[src/rtl/buzz_seq_pkg.sv]
// Buzzer sequencer shared types.
// State encoding, source codes and chime clamp.
package buzz_seq_pkg;

  typedef enum logic [2:0] {
    S_IDLE      = 3'd0,
    S_CHIME_ON  = 3'd1,
    S_CHIME_OFF = 3'd2,
    S_ALARM_ON  = 3'd3,
    S_ALARM_OFF = 3'd4,
    S_SNOOZE    = 3'd5
  } state_t;

  localparam logic [1:0] SRC_IDLE   = 2'b00;
  localparam logic [1:0] SRC_CHIME  = 2'b01;
  localparam logic [1:0] SRC_ALARM  = 2'b10;
  localparam logic [1:0] SRC_SNOOZE = 2'b11;

  localparam int CHIME_MAX = 12;

  function automatic logic [1:0] src_of(input state_t s);
    logic [1:0] r;
    case (s)
      S_CHIME_ON, S_CHIME_OFF: r = SRC_CHIME;
      S_ALARM_ON, S_ALARM_OFF: r = SRC_ALARM;
      S_SNOOZE:                r = SRC_SNOOZE;
      default:                 r = SRC_IDLE;
    endcase
    return r;
  endfunction

  function automatic logic [3:0] clamp_chime(input logic [3:0] n);
    return (n > 4'(CHIME_MAX)) ? 4'(CHIME_MAX) : n;
  endfunction

endpackage

[src/rtl/buzz_phase_timer.sv]
// ON/OFF phase timer: restarts at zero on load,
// holds at the terminal count, done while there.
module buzz_phase_timer #(
  parameter int CW = 24
) (
  input  logic          clk,
  input  logic          rstn,
  input  logic          load,
  input  logic [CW-1:0] tc,
  output logic          done
);

  logic [CW-1:0] cnt_q;
  logic [CW-1:0] cnt_d;

  // Count up from zero, saturate at terminal count.
  always_comb begin
    cnt_d = cnt_q;
    if (load) begin
      cnt_d = '0;
    end else if (cnt_q != tc) begin
      cnt_d = cnt_q + CW'(1);
    end
  end

  // Counter register.
  always_ff @(posedge clk or negedge rstn) begin
    if (!rstn) begin
      cnt_q <= '0;
    end else begin
      cnt_q <= cnt_d;
    end
  end

  assign done = (cnt_q == tc);

endmodule

[src/rtl/buzz_sequencer.sv]
// Buzzer sequencer: hourly chime, alarm with
// snooze, stop key and beep-exhaustion timeout.
module buzz_sequencer
  import buzz_seq_pkg::*;
#(
  parameter int ON_CYC      = 12500000,
  parameter int OFF_CYC     = 12500000,
  parameter int ALARM_BEEPS = 120,
  parameter int SNOOZE_SEC  = 300,
  parameter int SNOOZE_MAX  = 3,
  parameter int CW          = 24
) (
  input  logic       clk,
  input  logic       rstn,
  input  logic       tick_1hz,
  input  logic       alarm_req,
  input  logic       chime_req,
  input  logic [3:0] chime_count,
  input  logic       stop,
  input  logic       snooze,
  output logic       buzz_en,
  output logic [1:0] src,
  output logic       timeout
);

  localparam int BW = $clog2(ALARM_BEEPS + CHIME_MAX + 1);
  localparam int SW = $clog2(SNOOZE_SEC + 2);
  localparam int NW = $clog2(SNOOZE_MAX + 2);

  localparam logic [BW-1:0] BEEP_N = BW'(ALARM_BEEPS);
  localparam logic [SW-1:0] SEC_N  = SW'(SNOOZE_SEC);
  localparam logic [NW-1:0] SNZ_N  = NW'(SNOOZE_MAX);
  localparam logic [CW-1:0] ON_TC  = CW'(ON_CYC - 1);
  localparam logic [CW-1:0] OFF_TC = CW'(OFF_CYC - 1);

  state_t        state_q, state_d;
  logic [BW-1:0] beep_q, beep_d, beep_inc;
  logic [SW-1:0] sec_q, sec_d;
  logic [NW-1:0] snz_q, snz_d;
  logic [3:0]    chn_q, chn_d;
  logic          buzz_q, to_q, to_d;
  logic [1:0]    src_q;
  logic          busy, alarm_ok, in_alarm, is_off;
  logic          ph_load, ph_tc_hit;
  logic [CW-1:0] ph_tc;

  assign busy     = (state_q != S_IDLE);
  assign in_alarm = (state_q == S_ALARM_ON) ||
                    (state_q == S_ALARM_OFF);
  assign alarm_ok = !in_alarm;
  assign is_off   = (state_q == S_CHIME_OFF) ||
                    (state_q == S_ALARM_OFF);
  assign ph_tc    = is_off ? OFF_TC : ON_TC;
  assign ph_load  = (state_d != state_q);
  assign beep_inc = beep_q + BW'(1);

  buzz_phase_timer #(.CW(CW)) u_timer (
    .clk  (clk),
    .rstn (rstn),
    .load (ph_load),
    .tc   (ph_tc),
    .done (ph_tc_hit)
  );

  // Next-state and counter updates, key priority first.
  always_comb begin
    state_d = state_q;
    beep_d  = beep_q;
    sec_d   = sec_q;
    snz_d   = snz_q;
    chn_d   = chn_q;
    to_d    = 1'b0;
    priority case (1'b1)
      (stop && busy): begin
        state_d = S_IDLE;
        beep_d  = '0;
        sec_d   = '0;
        snz_d   = '0;
      end
      (alarm_req && alarm_ok): begin
        state_d = S_ALARM_ON;
        beep_d  = '0;
        sec_d   = '0;
      end
      (snooze && in_alarm && (snz_q < SNZ_N)): begin
        state_d = S_SNOOZE;
        snz_d   = snz_q + NW'(1);
        sec_d   = '0;
      end
      (chime_req && !busy && (chime_count != 4'd0)): begin
        state_d = S_CHIME_ON;
        beep_d  = '0;
        chn_d   = clamp_chime(chime_count);
      end
      default: begin
        unique case (state_q)
          S_CHIME_ON: if (ph_tc_hit) begin
            if (beep_inc == BW'(chn_q)) begin
              state_d = S_IDLE;
              beep_d  = '0;
            end else begin
              state_d = S_CHIME_OFF;
              beep_d  = beep_inc;
            end
          end
          S_CHIME_OFF: if (ph_tc_hit) begin
            state_d = S_CHIME_ON;
          end
          S_ALARM_ON: if (ph_tc_hit) begin
            if (beep_inc == BEEP_N) begin
              state_d = S_IDLE;
              beep_d  = '0;
              snz_d   = '0;
              to_d    = 1'b1;
            end else begin
              state_d = S_ALARM_OFF;
              beep_d  = beep_inc;
            end
          end
          S_ALARM_OFF: if (ph_tc_hit) begin
            state_d = S_ALARM_ON;
          end
          S_SNOOZE: if (tick_1hz) begin
            if (sec_q + SW'(1) == SEC_N) begin
              state_d = S_ALARM_ON;
              beep_d  = '0;
              sec_d   = '0;
            end else begin
              sec_d = sec_q + SW'(1);
            end
          end
          default: ;
        endcase
      end
    endcase
  end

  // FSM state, counters and registered outputs.
  always_ff @(posedge clk or negedge rstn) begin
    if (!rstn) begin
      state_q <= S_IDLE;
      beep_q  <= '0;
      sec_q   <= '0;
      snz_q   <= '0;
      chn_q   <= '0;
      buzz_q  <= 1'b0;
      src_q   <= SRC_IDLE;
      to_q    <= 1'b0;
    end else begin
      state_q <= state_d;
      beep_q  <= beep_d;
      sec_q   <= sec_d;
      snz_q   <= snz_d;
      chn_q   <= chn_d;
      buzz_q  <= (state_d == S_CHIME_ON) ||
                 (state_d == S_ALARM_ON);
      src_q   <= src_of(state_d);
      to_q    <= to_d;
    end
  end

  assign buzz_en = buzz_q;
  assign src     = src_q;
  assign timeout = to_q;

endmodule

[config.mk]
export PLATFORM = sky130hd
export DESIGN_NAME = buzz_sequencer
export DESIGN_NICKNAME = d
export VERILOG_FILES = /design/src/rtl/buzz_seq_pkg.sv /design/src/rtl/buzz_phase_timer.sv /design/src/rtl/buzz_sequencer.sv
export SDC_FILE = /design/constraint.sdc
export NUM_CORES = 1
export LEC_CHECK = 0
export ABC_AREA = 1
export BUFFER_PORTS_ARGS = -buffer_cell sky130_fd_sc_hd__clkbuf_2
export CORE_MARGIN = 3
export CORE_UTILIZATION = 25
export CTS_CLUSTER_SIZE = 12
export DETAILED_ROUTE_END_ITERATION = 12
export PLACE_DENSITY = 0.35
export REMOVE_ABC_BUFFERS = 1
export SKIP_CTS_REPAIR_TIMING = 1
export SLEW_MARGIN = 30
export SYNTH_ARGS = -nofsm -noshare
export SYNTH_HDL_FRONTEND = slang
export SYNTH_SLANG_ARGS = --single-unit
[constraint.sdc]
create_clock -name clk -period 4.6 [get_ports clk]
set_input_delay 0.92 -clock clk [delete_from_list [all_inputs] [get_ports clk]]
set_output_delay 0.92 -clock clk [all_outputs]
set_load 0.05 [all_outputs]
==> results of run 1 <==
## metal layers
layer  part of all wire  routed length [um]
met2               0.43                3630
met1               0.52                4410
met5                  0                   0
met4              0.013                 109
met3              0.030                 255
## critical path: stages, from the launching register on
cell	delay, ps
dfrtp_1	450
ha_1	260
nand3_1	120
xor2_1	270
nand2_1	100
nor2_1	100
nand2_1	90
nand2_1	70
nand2_1	50
nand2_1	50
nand2_1	60
nand2_2	110
nand2_4	70
nand2_1	70
nand2_2	60
nand2_4	480
nor2_1	80
## cell type report
type,count,share of cell area
tap,180,0.0552
multi-input combinational,340,0.484
clock buffer,6,0.0341
clock inverter,2,0.00859
timing repair buffer,15,0.0190
sequential,55,0.338
inverter,65,0.0611
## power breakdown
group	switching (W)	leakage, nW	internal (W)
clock	0.000189	0.0868	0.000272
combinational	0.000558	0.881	0.000208
sequential	0.0000636	0.750	0.000546
total	0.000811	1.72	0.00102
## kinds of logic after synthesis
kind of cell | Yosys count
flops | 55
simple gates | 271
xor+xnor | 19
mux | 2
fa+ha+maj | 4
buf+inv | 71
compound gates | 44
## worst paths after layout
kind                            startpoint                end  slack (ps)  cells past startpoint
max in group asynchronous             rstn         state_q[1]        3090                      2
worst max register to register   beep_q[0]  u_timer.cnt_q[11]        1950                     16
worst min-delay path             beep_q[7]          beep_q[7]         520                      2
worst min register to register   beep_q[7]          beep_q[7]         520                      2
worst max-delay path             beep_q[0]  u_timer.cnt_q[11]        1950                     16
min in group asynchronous             rstn           sec_q[8]         630                      1
## state kept, by name (all words and copies together), names as in the netlist
register       count
beep_q             8
buzz_en            1
chn_q              4
sec_q              9
snz_q              3
src                2
state_q            3
timeout            1
u_timer.cnt_q     24
## metrics by stage
step	power [W]	utilization	cell area [sq um]	hold WS [ps]
CTS	0.00187	0.289	4080	523
floorplan	0.00121	-	3600	466
detailed placement	0.00139	0.277	3900	506
finish	0.00184	0.289	4080	518
global placement	0.00141	0.277	3900	492
global route	0.00199	0.289	4080	541
## cell usage after synthesis, types with 3 or more instances
library cell and number:
nand2_2 9, o21ai_0 25, nand2_4 4, nor2_4 23
o31ai_1 4, nand3_2 3, nand4_1 19, nand3_1 46
inv_2 8, nand3b_1 3, dfrtp_1 55, nand2_1 98
ha_1 4, xor2_1 17, a21oi_1 7, nor2_2 9
inv_1 54, nor3_1 7, nor2_1 37, nor3_2 3
==> results by group, run 1 <==
Timing
  • Layout Skew: 6.15 ps
  • Endpoints failing hold: 0
  • Worst slew pin tran: 724 ps
  • Final Max Slew Viols: 0
  • Slew headroom: 0.512
  • RSZ-0062 raised after global routing: false
  • Highest achievable clock rate: 377 MHz
  • Final worst path period share: 0.577
  • Tmin final: 2650 ps
  • Setup_tns: 0 ps
  • Finish-stage setup viols: 0
  • Final Worst Setup Slack: 1950 ps

Floorplan
  • Core footprint: 14100 sq um
  • Die area: 16100 sq um
  • Die X: 127 um
  • Initial Utilization: 0.260
  • I/O Pins: 15
  • Die Span Y: 127 um
  • Site Rows: 43

Global route
  • M3 GR Usage: 0.0280
  • Largest net degree at the start of global routing: 34
  • Antenna violations before repair: 0
  • Met1 usage: 0.163
  • GRT Resource Usage Total: 0.113
  • Vias in the first global route: 2934
  • First-pass GRT wire length: 14.7 mm
  • Met2 usage: 0.170
  • Total grt overflow: 0
  • Grt peak-use layer: met2

Yosys
  • Synth area leaders: dfrtp_1 38%, nand2_1 10%, nor2_4 7.1%
  • Synth Area in Adders: 0.0137
  • Synth Area in Compound Gates: 0.0704
  • Simple-gate share of the synthesized area: 0.404
  • Mux contribution to synthesized area: 0.00547
  • Main combinational cell family by area after synthesis: simple AND/OR/NAND/NOR gates
  • Sequential share of the synthesized area: 0.376
  • Cell area after synthesis: 3660 sq um
  • Syn. warnings: 0
  • Post-synth EDFFs: 0
  • Synth async-reset ratio: 1.00
  • Distinct cells, synth: 43
  • Cell type with the largest total area after synthesis: dfrtp_1
  • Register bit total from synthesis: 55
  • Post-synth top area share: 0.376
  • Cells after Synth: 466
  • Post-Synth XOR/XNOR Area: 0.0455
  • Post-synthesis area per instance: 7.86 sq um
  • Ys flop type: dfrtp_1

CTS
  • H-tree depth: 2
  • Root buffer cell: clkbuf_16
  • Worst-Skew Late Latency: 300 ps
  • Reg clk slew, reported paths: 80 ps
  • TritonCTS clock tree: yes
  • CTS Buf Count: 5
  • CTS max path bufs: 2
  • # clock sinks: 55

Worst setup path
  • Worst EP required: 4770 ps
  • Critical path data arrival time: 2820 ps
  • CP Class: flip-flop to flip-flop
  • Max FO, Critical Path: 24
  • Worst setup SP type: flip-flop
  • Crit path capture type: flip-flop

Finish
  • Finished Layout Cells: 663
  • Antenna Cells: 0
  • Area Overhead vs Synth: 11.3%
  • Share of layout cells above drive strength 1: 0.186
  • Most common cell after layout, fill and taps aside: nand2_1
  • Sequential cell area: 1380 sq um
  • Fill count: 1565
  • Commonest non-fill, non-tap cells in the layout: 98 x nand2_1, 55 x dfrtp_1, 54 x inv_1
  • Final #Nets: 497
  • Area of the multi-input gates: 1970 sq um

Pwr
  • Peak VDD IR: 0.259 mV
  • Pleak: 1.72 nW
  • Cell area power density: 450 nW/um^2

Placement
  • Placed cells: 655
  • IO buf count: 14
  • DP Worst Slack: 1800 ps
  • Final HPWL DP: 6.35 mm
  • GPL Wtd Cong: 0.779

Outcome
  • Status: complete, no violations

Route
  • Via density per instance: 4.37
  • Via count: 2900
  • Post-route DRC: 0
  • Pre-antenna DRT Iters: 6
  • Drt total wl: 8.40 mm
  • Post-route ant nets: 0
  • Detailed Route Iter0 Violations: 174
  • WL/cell: 12.7 um

Run
  • Max-cap violation count: 0

Min path
  • HP Class: flip-flop to flip-flop
Power figures use the tool's default switching activity.
==> run 2: changes to the inputs <==
- ABC_AREA: 1 -> 0
- clock period: 4.6 -> 2.5 ns (I/O delays scaled with it)
==> run 2 against run 1 <==
Compared with the run above:
- clock power rose by 68%
- sequential share of layout area fell by 1.4 points
- power rose by 94%
- die area fell by 5.9%
- critical path depth fell by 8
- via count rose by 5.7%
- non-clock buffer count rose by 53
- worst setup slack got worse by 1800 ps
- critical endpoint is now src[0]
==> results by group, run 2 <==
Global route
  • Total grt overflow: 0
  • Vias in the first global route: 3024
  • Met1 usage: 0.187
  • First-pass GRT wire length: 15.8 mm
  • GRT Resource Usage Total: 0.133
  • Antenna violations before repair: 0
  • Largest net degree at the start of global routing: 33
  • Grt peak-use layer: met2
  • M3 GR Usage: 0.0284
  • Met2 usage: 0.203

Route
  • Detailed Route Iter0 Violations: 174
  • Via density per instance: 4.80
  • Post-route ant nets: 0
  • Pre-antenna DRT Iters: 4
  • WL/cell: 15.1 um
  • Post-route DRC: 0
  • Drt total wl: 9.64 mm
  • Via count: 3064

Worst setup path
  • Max FO, Critical Path: 3
  • Family with the most delay on the worst path: simple AND/OR/NAND/NOR gates
  • Buf/Inv on CP: 0
  • CP max stage cell: dfrtp_1
  • CP Class: flip-flop to flip-flop
  • Critical path data arrival time: 2590 ps
  • Crit-path cells: nor4_2 > nand4_1 > or2_1 > nor2_1 > nand2_1 > o21ai_0 > mux2_2 > and2_1
  • Worst setup SP type: flip-flop
  • Max incr delay on CP: 420 ps
  • Crit path capture type: flip-flop
  • Worst EP required: 2700 ps

Timing
  • Final worst path period share: 0.954
  • Worst slew pin tran: 513 ps
  • Finish-stage setup viols: 0
  • Endpoints failing hold: 0
  • RSZ-0062 raised after global routing: true
  • Layout Skew: 15.5 ps
  • Final Worst Setup Slack: 114 ps
  • Slew headroom: 0.656
  • Highest achievable clock rate: 419 MHz
  • Final Max Slew Viols: 0
  • Hold WS: 52.2 ps
  • Tmin final: 2390 ps

Floorplan
  • Die area: 15200 sq um
  • Die X: 123 um
  • Site Rows: 42
  • I/O Pins: 15
  • Die Span Y: 123 um
  • Core footprint: 13300 sq um
  • Initial Utilization: 0.257

Pwr
  • Pleak: 1.77 nW
  • Combinational power share: 0.463
  • Peak VDD IR: 0.295 mV
  • Psw: 0.00147 W
  • Seq pwr share: 0.319
  • Pint: 0.00209 W
  • Sw Share: 0.413
  • Cell area power density: 836 nW/um^2
  • Clock Power Share: 0.218

Finish
  • Max reg flops: 24
  • Commonest non-fill, non-tap cells in the layout: 53 x dfrtp_1, 53 x buf_4, 52 x nor2_1
  • Area Overhead vs Synth: 24.1%
  • Post-route cell area: 4260 sq um
  • Finished Layout Cells: 638
  • Fill count: 1441
  • Antenna Cells: 0
  • Largest registers: u_timer.cnt_q (24), sec_q (9), beep_q (8)
  • Share of layout cells above drive strength 1: 0.225
  • Final #Nets: 476
  • Most flops, register: u_timer.cnt_q
  • Finished Core Util: 0.319

Placement
  • IO buf count: 14
  • Final HPWL DP: 6.95 mm
  • DP Area: 4040 sq um
  • DP Worst Slack: -130 ps
  • GPL Wtd Cong: 0.823
  • Placed cells: 627

Yosys
  • Distinct cells, synth: 61
  • Cells after Synth: 400
  • Post-synth top area share: 0.401
  • Sequential share of the synthesized area: 0.401
  • Post-synth EDFFs: 0
  • Syn. warnings: 0
  • Ys flop type: dfrtp_1
  • Synth area leaders: dfrtp_1 40%, nor2_1 5.7%, nand2_1 4.5%
  • Cell type with the largest total area after synthesis: dfrtp_1
  • Cell with the most instances after synthesis: dfrtp_1
  • Register bit total from synthesis: 55
  • Synth async-reset ratio: 1.00
  • Top cells by count, synth: 55 x dfrtp_1, 52 x nor2_1, 41 x nand2_1
  • Post-synthesis area per instance: 8.58 sq um
  • Cell area after synthesis: 3430 sq um

Run
  • Max-cap violation count: 0

CTS
  • Root buffer cell: clkbuf_16
  • CTS max path bufs: 2
  • # clock sinks: 55
  • Worst-Skew Late Latency: 320 ps
  • CTS Buf Count: 5
  • H-tree depth: 2
  • Reg clk slew, reported paths: 90 ps
  • TritonCTS clock tree: yes

Min path
  • HP Class: input pin to asynchronous set/reset pin

Outcome
  • Status: complete, no violations
run 2: cell count changes after synthesis, sizes merged, moves of 8 or more:
cell and change:
inv -52, nand2 -70, clkbuf +8, nand2b +10, nor2 -14, xnor2 +10
nand4 -10, nand3 -28
run 2: final cells by class:
class / instances / area, sq um / area share
multi-input combinational: 319 / 1970 / 0.462
tap: 176 / 220 / 0.0517
clock inverter: 3 / 33.8 / 0.00793
inverter: 12 / 45.0 / 0.0106
sequential: 55 / 1380 / 0.324
clock buffer: 5 / 125 / 0.0294
timing repair buffer: 68 / 488 / 0.115
run 2: final timing paths:
path,start,endpoint,slack (ps),cells past startpoint
worst max-delay path,u_timer.cnt_q[9],src[0],110,8
worst min-delay path,rstn,timeout,50,1
worst max register to register,u_timer.cnt_q[9],src[0],110,8
worst min register to register,sec_q[1],sec_q[1],510,2
max in group asynchronous,rstn,chn_q[0],1930,2
min in group clk,chime_count[1],chn_q[1],440,3
run 2: metrics by stage:
| stage | power, W | setup TNS [ps] |
|---|---|---|
| 6_report | 0.00356 | 0 |
| 5_1_grt | 0.00385 | -711 |
| 4_1_cts | 0.00351 | 0 |
| 3_5_place_dp | 0.00270 | -2620 |
| 3_3_place_gp | 0.00271 | -2470 |
| 2_1_floorplan | 0.00205 | -449 |
run 2: logic make-up after synthesis:
family | count (synthesis) | share of synthesized area
AO/OA/AOI/OAI | 86 | 0.167
XOR/XNOR | 28 | 0.0714
adder cells (fa/ha/maj) | 5 | 0.0175
buffers and inverters | 28 | 0.0412
flip-flops | 55 | 0.401
multiplexers | 6 | 0.0193
AND/OR/NAND/NOR | 192 | 0.282
run 2: metal layers:
metal	up-vias	wire length, um
met5	-	0
met4	0	191
met3	13	321
met2	40	4260
met1	1458	4870
li1	1553	-
run 2: power by group through the flow:
stage	Clock, W	Combinational [W]	Sequential, W
after floorplan	0	0.000818	0.00123
after detailed placement	0	0.00155	0.00115
after global placement	0	0.00156	0.00115
after CTS	0.000820	0.00156	0.00113
final	0.000775	0.00165	0.00114
after global routing	0.000851	0.00184	0.00116
